==> src/rtl/c17_stim_pkg.sv <==
// Shared types and constants for the c17 pattern source.
// Holds mode/state enums, the c17 primary-input count and LFSR taps.
package c17_stim_pkg;

    localparam int C17_NUM_PI = 5;

    // x^5 + x^3 + 1 feedback mask, maximal length (period 31)
    localparam logic [C17_NUM_PI-1:0] C17_LFSR_TAPS = 5'b10100;

    typedef enum logic {
        MODE_COUNT = 1'b0,
        MODE_LFSR  = 1'b1
    } mode_e;

    typedef enum logic [1:0] {
        S_IDLE,
        S_RUN,
        S_DONE
    } state_e;

endpackage

==> src/rtl/c17_pattern_source_if.sv <==
// Pattern stream between the stimulus source and the c17 consumer.
// Ports: pat_out/pat_valid from master, pat_ready from slave.
interface c17_pattern_source_if #(
    parameter int WIDTH = 5
) ();

    logic [WIDTH-1:0] pat_out;
    logic             pat_valid;
    logic             pat_ready;

    modport master (
        output pat_out,
        output pat_valid,
        input  pat_ready
    );

    modport slave (
        input  pat_out,
        input  pat_valid,
        output pat_ready
    );

endinterface

==> src/rtl/c17_pattern_source_lfsr.sv <==
// Combinational next-pattern step: binary increment or LFSR shift.
// Ports: cur (current pattern), mode, nxt (following pattern).
module pattern_lfsr
    import c17_stim_pkg::*;
#(
    parameter int               WIDTH = C17_NUM_PI,
    parameter logic [WIDTH-1:0] TAPS  = C17_LFSR_TAPS
) (
    input  logic [WIDTH-1:0] cur,
    input  mode_e            mode,
    output logic [WIDTH-1:0] nxt
);

    always_comb begin
        nxt = cur;
        unique case (mode)
            MODE_COUNT: nxt = cur + 1'b1;
            MODE_LFSR:  nxt = {cur[WIDTH-2:0], ^(cur & TAPS)};
        endcase
    end

endmodule

==> src/rtl/c17_pattern_source.sv <==
// Burst pattern generator feeding the c17 primary inputs.
// Ports: clk, rst (async high), start/mode/seed/num_pats burst request,
//        pat (stream master), busy, done pulse, pat_idx accepted count.
module c17_pattern_source
    import c17_stim_pkg::*;
#(
    parameter int               WIDTH = C17_NUM_PI,
    parameter logic [WIDTH-1:0] TAPS  = C17_LFSR_TAPS
) (
    input  logic                clk,
    input  logic                rst,
    input  logic                start,
    input  logic                mode,
    input  logic [WIDTH-1:0]    seed,
    input  logic [WIDTH:0]      num_pats,
    c17_pattern_source_if.master pat,
    output logic                busy,
    output logic                done,
    output logic [WIDTH:0]      pat_idx
);

    localparam logic [WIDTH:0] PERIOD_COUNT = (WIDTH+1)'(1) << WIDTH;
    localparam logic [WIDTH:0] PERIOD_LFSR  = PERIOD_COUNT - 1'b1;

    state_e           state_q, state_d;
    mode_e            mode_q, mode_d;
    logic [WIDTH:0]   limit_q, limit_d;
    logic [WIDTH-1:0] pat_q, pat_d;
    logic [WIDTH:0]   idx_q, idx_d;

    logic [WIDTH-1:0] pat_nxt;
    logic [WIDTH:0]   period;
    logic [WIDTH:0]   req_limit;
    logic [WIDTH-1:0] seed_eff;
    logic [WIDTH:0]   idx_inc;

    pattern_lfsr #(
        .WIDTH (WIDTH),
        .TAPS  (TAPS)
    ) u_step (
        .cur  (pat_q),
        .mode (mode_q),
        .nxt  (pat_nxt)
    );

    // Zero or oversize requests become one full period, so a burst
    // never repeats a pattern.
    always_comb begin
        period    = mode ? PERIOD_LFSR : PERIOD_COUNT;
        req_limit = num_pats;
        if (num_pats == '0 || num_pats > period) begin
            req_limit = period;
        end
        // All-zero is a lock-up state for the LFSR
        seed_eff = seed;
        if (mode && seed == '0) begin
            seed_eff = WIDTH'(1);
        end
        idx_inc = idx_q + 1'b1;
    end

    always_comb begin
        state_d = state_q;
        mode_d  = mode_q;
        limit_d = limit_q;
        pat_d   = pat_q;
        idx_d   = idx_q;
        unique case (state_q)
            S_IDLE: begin
                if (start) begin
                    mode_d  = mode_e'(mode);
                    limit_d = req_limit;
                    pat_d   = seed_eff;
                    idx_d   = '0;
                    state_d = S_RUN;
                end
            end
            S_RUN: begin
                // pat_valid is high throughout RUN, so ready alone fires
                if (pat.pat_ready) begin
                    idx_d = idx_inc;
                    pat_d = pat_nxt;
                    if (idx_inc == limit_q) begin
                        state_d = S_DONE;
                    end
                end
            end
            S_DONE: begin
                state_d = S_IDLE;
            end
            default: begin
                state_d = S_IDLE;
            end
        endcase
    end

    always_ff @(posedge clk or posedge rst) begin
        if (rst) begin
            state_q <= S_IDLE;
            mode_q  <= MODE_COUNT;
            limit_q <= '0;
            pat_q   <= '0;
            idx_q   <= '0;
        end else begin
            state_q <= state_d;
            mode_q  <= mode_d;
            limit_q <= limit_d;
            pat_q   <= pat_d;
            idx_q   <= idx_d;
        end
    end

    assign pat.pat_out   = pat_q;
    assign pat.pat_valid = (state_q == S_RUN);
    assign busy          = (state_q == S_RUN);
    assign done          = (state_q == S_DONE);
    assign pat_idx       = idx_q;

endmodule

==> src/flat_wrapper.sv <==
// flat-port wrapper written by rule: the top's interface ports become plain ports
module c17_pattern_source_flat import c17_stim_pkg::*;
#(
    parameter int               WIDTH = C17_NUM_PI,
    parameter logic [WIDTH-1:0] TAPS  = C17_LFSR_TAPS
)
  (clk, rst, start, mode, seed, num_pats, busy, done, pat_idx, pat_pat_out, pat_pat_valid, pat_pat_ready);
  c17_pattern_source_if #(.WIDTH(WIDTH)) pat_i ();
  input  logic clk;
  input  logic rst;
  input  logic start;
  input  logic mode;
  input  logic [WIDTH-1:0] seed;
  input  logic [WIDTH:0] num_pats;
  output logic busy;
  output logic done;
  output logic [WIDTH:0] pat_idx;
  output wire logic [$bits(pat_i.pat_out)-1:0] pat_pat_out;
  output wire logic [$bits(pat_i.pat_valid)-1:0] pat_pat_valid;
  input wire logic [$bits(pat_i.pat_ready)-1:0] pat_pat_ready;
  assign pat_pat_out = pat_i.pat_out;
  assign pat_pat_valid = pat_i.pat_valid;
  assign pat_i.pat_ready = pat_pat_ready;
  c17_pattern_source #(.WIDTH(WIDTH), .TAPS(TAPS)) u_core (.clk(clk), .rst(rst), .start(start), .mode(mode), .seed(seed), .num_pats(num_pats), .pat(pat_i), .busy(busy), .done(done), .pat_idx(pat_idx));
endmodule
==> config.mk <==
export PLATFORM = sky130hd
export DESIGN_NAME = c17_pattern_source_flat
export DESIGN_NICKNAME = d
export VERILOG_FILES = /design/src/rtl/c17_stim_pkg.sv /design/src/rtl/c17_pattern_source_if.sv /design/src/rtl/c17_pattern_source_lfsr.sv /design/src/rtl/c17_pattern_source.sv /design/src/flat_wrapper.sv
export SDC_FILE = /design/constraint.sdc
export NUM_CORES = 1
export LEC_CHECK = 0
export BUFFER_PORTS_ARGS = -buffer_cell sky130_fd_sc_hd__buf_4
export CAP_MARGIN = 20
export CELL_PAD_IN_SITES_DETAIL_PLACEMENT = 1
export CELL_PAD_IN_SITES_GLOBAL_PLACEMENT = 1
export CORE_MARGIN = 5
export CORE_UTILIZATION = 36
export CTS_CLUSTER_DIAMETER = 60
export DETAILED_ROUTE_END_ITERATION = 10
export PLACE_DENSITY = 0.74
export SLEW_MARGIN = 15
export SYNTH_ARGS = -nofsm -noshare
export SYNTH_HDL_FRONTEND = slang
export SYNTH_HIERARCHICAL = 1
export SYNTH_SLANG_ARGS = --single-unit
==> constraint.sdc <==
create_clock -name clk -period 1.9 [get_ports clk]
set_input_delay 0.19 -clock clk [delete_from_list [all_inputs] [get_ports clk]]
set_output_delay 0.19 -clock clk [all_outputs]
set_load 0.01 [all_outputs]
==> results.sh, run 1 <==
export IMPL_place_congestion=0.8368
export IMPL_dr_first_iter_drc_count=55
export IMPL_p_per_area_nw_per_um2=1428
export IMPL_synth_edf_count=0
export IMPL_grt_pass1_vias=1304
export IMPL_arrival_ns=2.00
export IMPL_final_util_pct=46.87
export IMPL_outcome="finished clean"
export IMPL_clk_pin_slew_worst_paths_ns=0.08
export IMPL_nNetsFinal=213
export IMPL_yosys_warnings=6
export IMPL_synth_distinct_cells=42
export IMPL_routed_wl_mm=3.561
export IMPL_cts_sinks=20
export IMPL_worstMarginPinSlew_ns=0.7841
export IMPL_finalInstanceArea_um2=1703
export IMPL_cp_required_ns=2.06
export IMPL_portBuffers=29
export IMPL_cts_tree="yes"
export IMPL_core_area_um2=3633
export IMPL_multi_input_area_um2=817.0
export IMPL_h_tree_depth=1
export IMPL_final_hold_viol_count=0
export IMPL_grt_usage_pct=14.92
export IMPL_max_freq_ghz=0.5436
export IMPL_die_h_um=71.10
export IMPL_p_leak_nw=0.7426
export IMPL_netlist_area_um2=1344
export IMPL_timing_final_setup_violations=0
export IMPL_synth_seq_area_share_pct=37.24
export IMPL_vias_per_cell=5.242
export IMPL_worst_path_max_fanout=6
export IMPL_avgSynthCellArea_um2=8.726
export IMPL_fin_setup_tns_ns=0
export IMPL_syn2layout_area_growth_pct=26.72
export IMPL_final_max_slew_viol_count=0
export IMPL_grt_overflow=0
export IMPL_postRouteAntennaNets=0
export IMPL_firstDrtPassIters=4
export IMPL_postCtsHoldBufs=0
export IMPL_end_kind="flop"
export IMPL_ys_async_sr_fraction_pct=100.0
export IMPL_rsz0062_at_grt="false"
export IMPL_dp_hpwl_mm=2.727
export IMPL_layout_drive_gt1_share_pct=27.13
export IMPL_synthCells=154
export IMPL_wl_per_cell_um=15.09
export IMPL_timing_slew_headroom_pct=47.67
export IMPL_synth_ff_type="dfrtp_1"
export IMPL_drc=0
export IMPL_cts_buffers=3
export IMPL_die_area_um2=5055
export IMPL_layout_common_cells="buf_4 (34), nor2_1 (24), dfrtp_1 (20), nand2_1 (17), a21oi_1 (10)"
export IMPL_min_period_ns=1.840
export IMPL_std_cell_rows=22
export IMPL_hold_ws_ns=0.07196
export IMPL_ir_worst_vdd_v=0.0003661
export IMPL_grt_max_degree=21
export IMPL_ioPinCount=30
export IMPL_start_kind="flop"
export IMPL_path_class="reg -> reg"
export IMPL_root_buffer="clkbuf_8"
export IMPL_antenna_found_initial=0
export IMPL_clockBufferDepth=2
export IMPL_vias=1237
export IMPL_p_total_w=0.002433
export IMPL_start_util_pct=36.98
export IMPL_max_cap_violations=0
export IMPL_grt_pass1_wl_mm=6.106
export IMPL_final_seq_area_um2=500.5
export IMPL_fillCellCount=445
export IMPL_ys_ff_latch=20
export IMPL_placed_cell_area_um2=1635
export IMPL_dieWidth_um=71.10
export IMPL_hp_class="in -> async"
export IMPL_synthesis_nets=178
export IMPL_post_route_period_util_pct=96.83
export IMPL_layout_commonest_cell="buf_4"
export IMPL_insertedDiodeCount=0
export IMPL_worstSkewPairLatency_ns=0.26
export IMPL_fin_skew_ns=0.003246
-- final timing paths --
path	startpoint	endpoint	slack (ns)	depth (start not counted)
hold / removal	rst	u_core/limit_q[2]$_DFFE_PP0P_	0.07	2
min in group clk	num_pats[0]	u_core/limit_q[0]$_DFFE_PP0P_	0.18	3
max in group asynchronous	rst	u_core/pat.pat_out[3]$_DFFE_PP0P_	1.34	2
setup / recovery	u_core/pat_idx[0]$_DFFE_PP0P_	u_core/state_q[0]$_DFFE_PP0P_	0.06	6
setup reg to reg	u_core/pat_idx[0]$_DFFE_PP0P_	u_core/state_q[0]$_DFFE_PP0P_	0.06	6
hold reg to reg	u_core/pat_idx[5]$_DFFE_PP0P_	u_core/pat_idx[5]$_DFFE_PP0P_	0.53	1
-- per-layer routing --
| metal | GRT usage, % | wire (um) | vias up |
|---|---|---|---|
| met5 | 0 | 0 | - |
| met1 | 18.86 | 1574 | 599 |
| met2 | 25.64 | 1819 | 19 |
| li1 | - | - | 615 |
| met4 | 5.637 | 59 | 0 |
| met3 | 2.131 | 108 | 4 |
-- flip-flops by register name (all words and copies together) (netlist names) --
signal / count
u_core/mode_q: 1
u_core/pat.pat_out: 5
u_core/state_q: 2
u_core/limit_q: 6
u_core/pat_idx: 6
-- cells in the mapped netlist (all sizes together), types with 2 or more instances --
cell	number	area (um2)
clkbuf	2	7.510
nand4	3	18.77
a21o	4	30.03
buf	2	18.77
dfrtp	20	500.5
ha	8	100.1
o21ai	10	50.04
a21oi	12	67.57
nor2b	5	31.28
nor3	2	15.01
o22ai	4	25.02
nand3	6	42.54
nor3b	3	32.53
xnor2	5	43.79
nor2	25	96.35
xor2	5	43.79
inv	4	15.01
nand2	17	63.81
a211oi	2	15.01
-- critical path: stages, from the launching register on --
cell	delay, ns
dfrtp_1	0.41
ha_4	0.19
nor3b_2	0.17
o21a_1	0.15
o31ai_1	0.08
or4_4	0.55
a21o_1	0.19
-- through the flow --
step / instances / setup WS, ns
4_1_cts: 236 / 0.02562
3_5_place_dp: 232 / 0.04277
2_1_floorplan: 154 / 0.001885
5_1_grt: 236 / 0.002338
3_3_place_gp: 232 / 0.09743
6_report: 236 / 0.06032
-- where the power goes --
part	total, W	leakage, nW	switching, W	internal [W]
combinational	0.00122	0.476	0.000595	0.000626
sequential	0.000880	0.237	0.000275	0.000605
clock	0.000332	0.0288	0.000147	0.000185
total	0.00243	0.743	0.00102	0.00142
-- kinds of logic after synthesis --
logic type	synth area share [%]
simple gates	25.98
buf+inv	3.073
xor+xnor	6.517
mux	0.8379
fa+ha+maj	7.449
compound gates	18.90
flops	37.24
-- layout make-up --
| class | count | share of cell area [%] |
|---|---|---|
| Timing Repair Buffer | 34 | 14.99 |
| Inverter | 4 | 0.8817 |
| Clock buffer | 4 | 3.233 |
| Sequential cell | 20 | 29.39 |
| Multi-Input combinational cell | 126 | 47.98 |
| Tap cell | 48 | 3.527 |
-- what timing repair did --
action / in CTS / in global routing
setup endpoints to repair: 0 / 2
setup buffers: 0 / 0
resized for setup: 0 / 2
(Power assumes the default switching activity.)
==> run 2, diff against run 1 <==
Settings changed: MAX_ROUTING_LAYER from default to met4, SETUP_SLACK_MARGIN from default to 0.3.
==> run 2 against run 1 <==
Effect of this change: final area increased by 12%; flip-flop and latch count stayed put; non-clock buffer count grew 8; wire length up 21%; power rose by 12%; critical path depth is the same; critical path type unchanged.
==> results.sh, run 2 (synthesized netlist as in run 1, its figures left out) <==
export IMPL_final_util_pct=52.51
export IMPL_multi_input_area_um2=928.4
export IMPL_max_cap_violations=0
export IMPL_final_seq_area_um2=503.0
export IMPL_p_leak_nw=0.8003
export IMPL_nNetsFinal=221
export IMPL_clockBufferDepth=2
export IMPL_place_inst=231
export IMPL_setup_slack_ns=0.1084
export IMPL_max_freq_ghz=0.5582
export IMPL_p_per_area_nw_per_um2=1426
export IMPL_timing_rr_end="u_core/state_q[0]$_DFFE_PP0P_"
export IMPL_min_period_ns=1.792
export IMPL_path_class="reg -> reg"
export IMPL_rsz0062_at_grt="true"
export IMPL_pre_cts_ws_ns=0.03965
export IMPL_grt_pass1_vias=1424
export IMPL_start_util_pct=36.98
export IMPL_end_kind="flop"
export IMPL_dp_hpwl_mm=2.919
export IMPL_clk_pin_slew_worst_paths_ns=0.09
export IMPL_place_congestion=0.9532
export IMPL_timing_slew_headroom_pct=46.53
export IMPL_dr_first_iter_drc_count=36
export IMPL_wl_per_cell_um=17.62
export IMPL_ioPinCount=30
export IMPL_timing_final_setup_violations=0
export IMPL_portBuffers=29
export IMPL_grt_overflow=0
export IMPL_grt_usage_pct=17.07
export IMPL_worst_path_max_fanout=6
export IMPL_vias=1322
export IMPL_postCtsHoldBufs=0
export IMPL_grt_pass1_wl_mm=6.672
export IMPL_root_buffer="clkbuf_8"
export IMPL_finalNonFillerCells=244
export IMPL_syn2layout_area_growth_pct=41.99
export IMPL_insertedDiodeCount=0
export IMPL_grt_max_degree=21
export IMPL_core_area_um2=3633
export IMPL_ir_worst_vdd_v=0.0004620
export IMPL_routed_wl_mm=4.300
export IMPL_fin_setup_tns_ns=0
export IMPL_reg2reg_setup_slack_ns=0.11
export IMPL_postRouteAntennaNets=0
export IMPL_final_max_slew_viol_count=0
export IMPL_arrival_ns=1.95
export IMPL_worstMarginPinSlew_ns=0.8011
export IMPL_antenna_found_initial=0
export IMPL_h_tree_depth=1
export IMPL_die_h_um=71.10
export IMPL_cp_required_ns=2.06
export IMPL_die_area_um2=5055
export IMPL_layout_common_cells="buf_4 (40), nor2_1 (23), dfrtp_1 (18), nand2_1 (17)"
export IMPL_vias_per_cell=5.418
export IMPL_final_hold_viol_count=0
export IMPL_firstDrtPassIters=4
export IMPL_std_cell_rows=22
export IMPL_drc=0
export IMPL_cts_buffers=3
export IMPL_fin_skew_ns=0.005804
export IMPL_outcome="finished clean"
export IMPL_layout_drive_gt1_share_pct=39.80
export IMPL_hp_class="in -> async"
export IMPL_worstSkewPairLatency_ns=0.26
export IMPL_post_route_period_util_pct=94.30
export IMPL_cts_tree="yes"
export IMPL_layout_commonest_cell="buf_4"
export IMPL_fillCellCount=426
export IMPL_r2r_start="u_core/pat_idx[0]$_DFFE_PP0P_"
export IMPL_rr_worst_depth=6
export IMPL_dieWidth_um=71.10
export IMPL_cts_sinks=20
export IMPL_start_kind="flop"
-- run 2: cell types whose count changed in the layout (fill, tap and decap cells not counted), sizes merged --
cell	change
clkbuf	-1
buf	+8
inv	-1
clkinvlp	+1
bufinv	+1
-- run 2: where the power goes --
part	switching, W	internal (W)
combinational	0.000653	0.000727
sequential	0.000298	0.000609
clock	0.000153	0.000281
total	0.00110	0.00162
-- run 2: cell type report --
cell class                      instances  share of cell area (%)
Clock inverter                          1                   1.574
Tap cell                               48                   3.148
Clock buffer                            3                   2.164
Inverter                                4                  0.9836
Timing Repair Buffer                   42                   17.11
Multi-Input combinational cell        126                   48.66
Sequential cell                        20                   26.36
-- run 2: per-layer routing --
| metal | vias to the layer above | track usage [%] | part of all wire, % |
|---|---|---|---|
| li1 | 632 | - | - |
| met1 | 659 | 21.94 | 42 |
| met2 | 27 | 27.29 | 52 |
| met3 | 4 | 2.273 | 3.7 |
| met4 | 0 | 6.472 | 1.7 |
| met5 | - | - | 0 |
-- run 2: worst max-delay path, stage by stage, from the launching register on --
cell	delay, ns
dfrtp_2	0.44
ha_4	0.19
nor2b_4	0.12
nor3_2	0.16
o31ai_1	0.09
or4_4	0.52
a21o_1	0.17
-- run 2: how the worst max path moves through the flow --
stage / from / endpoint / cells after the start
6_report: u_core/pat_idx[0]$_DFFE_PP0P_ / u_core/state_q[0]$_DFFE_PP0P_ / 6
5_1_grt: u_core/pat_idx[0]$_DFFE_PP0P_ / u_core/state_q[0]$_DFFE_PP0P_ / 6
4_1_cts: u_core/pat_idx[0]$_DFFE_PP0P_ / u_core/state_q[0]$_DFFE_PP0P_ / 6
3_5_place_dp: mode / u_core/limit_q[5]$_DFFE_PP0P_ / 8
3_3_place_gp: u_core/pat_idx[0]$_DFFE_PP0P_ / u_core/state_q[0]$_DFFE_PP0P_ / 6
2_1_floorplan: u_core/pat_idx[0]$_DFFE_PP0P_ / u_core/state_q[0]$_DFFE_PP0P_ / 6
-- run 2: what timing repair did --
item	CTS	global route
buffers inserted	4	5
gates resized for setup	0	23
pin swaps	1	11
setup endpoints to repair	2	14
cloned	0	0
hold endpoints to repair	0	0
-- run 2: through the flow --
stage               area, um2  total power [W]  hold WS [ns]
finish                   1908         0.002721       0.08117
global route             1908         0.002932        0.1571
CTS                      1749         0.002637        0.1170
detailed placement       1648         0.002135        0.4046
global placement         1648         0.002079        0.3718
floorplan                1366         0.001712        0.1537
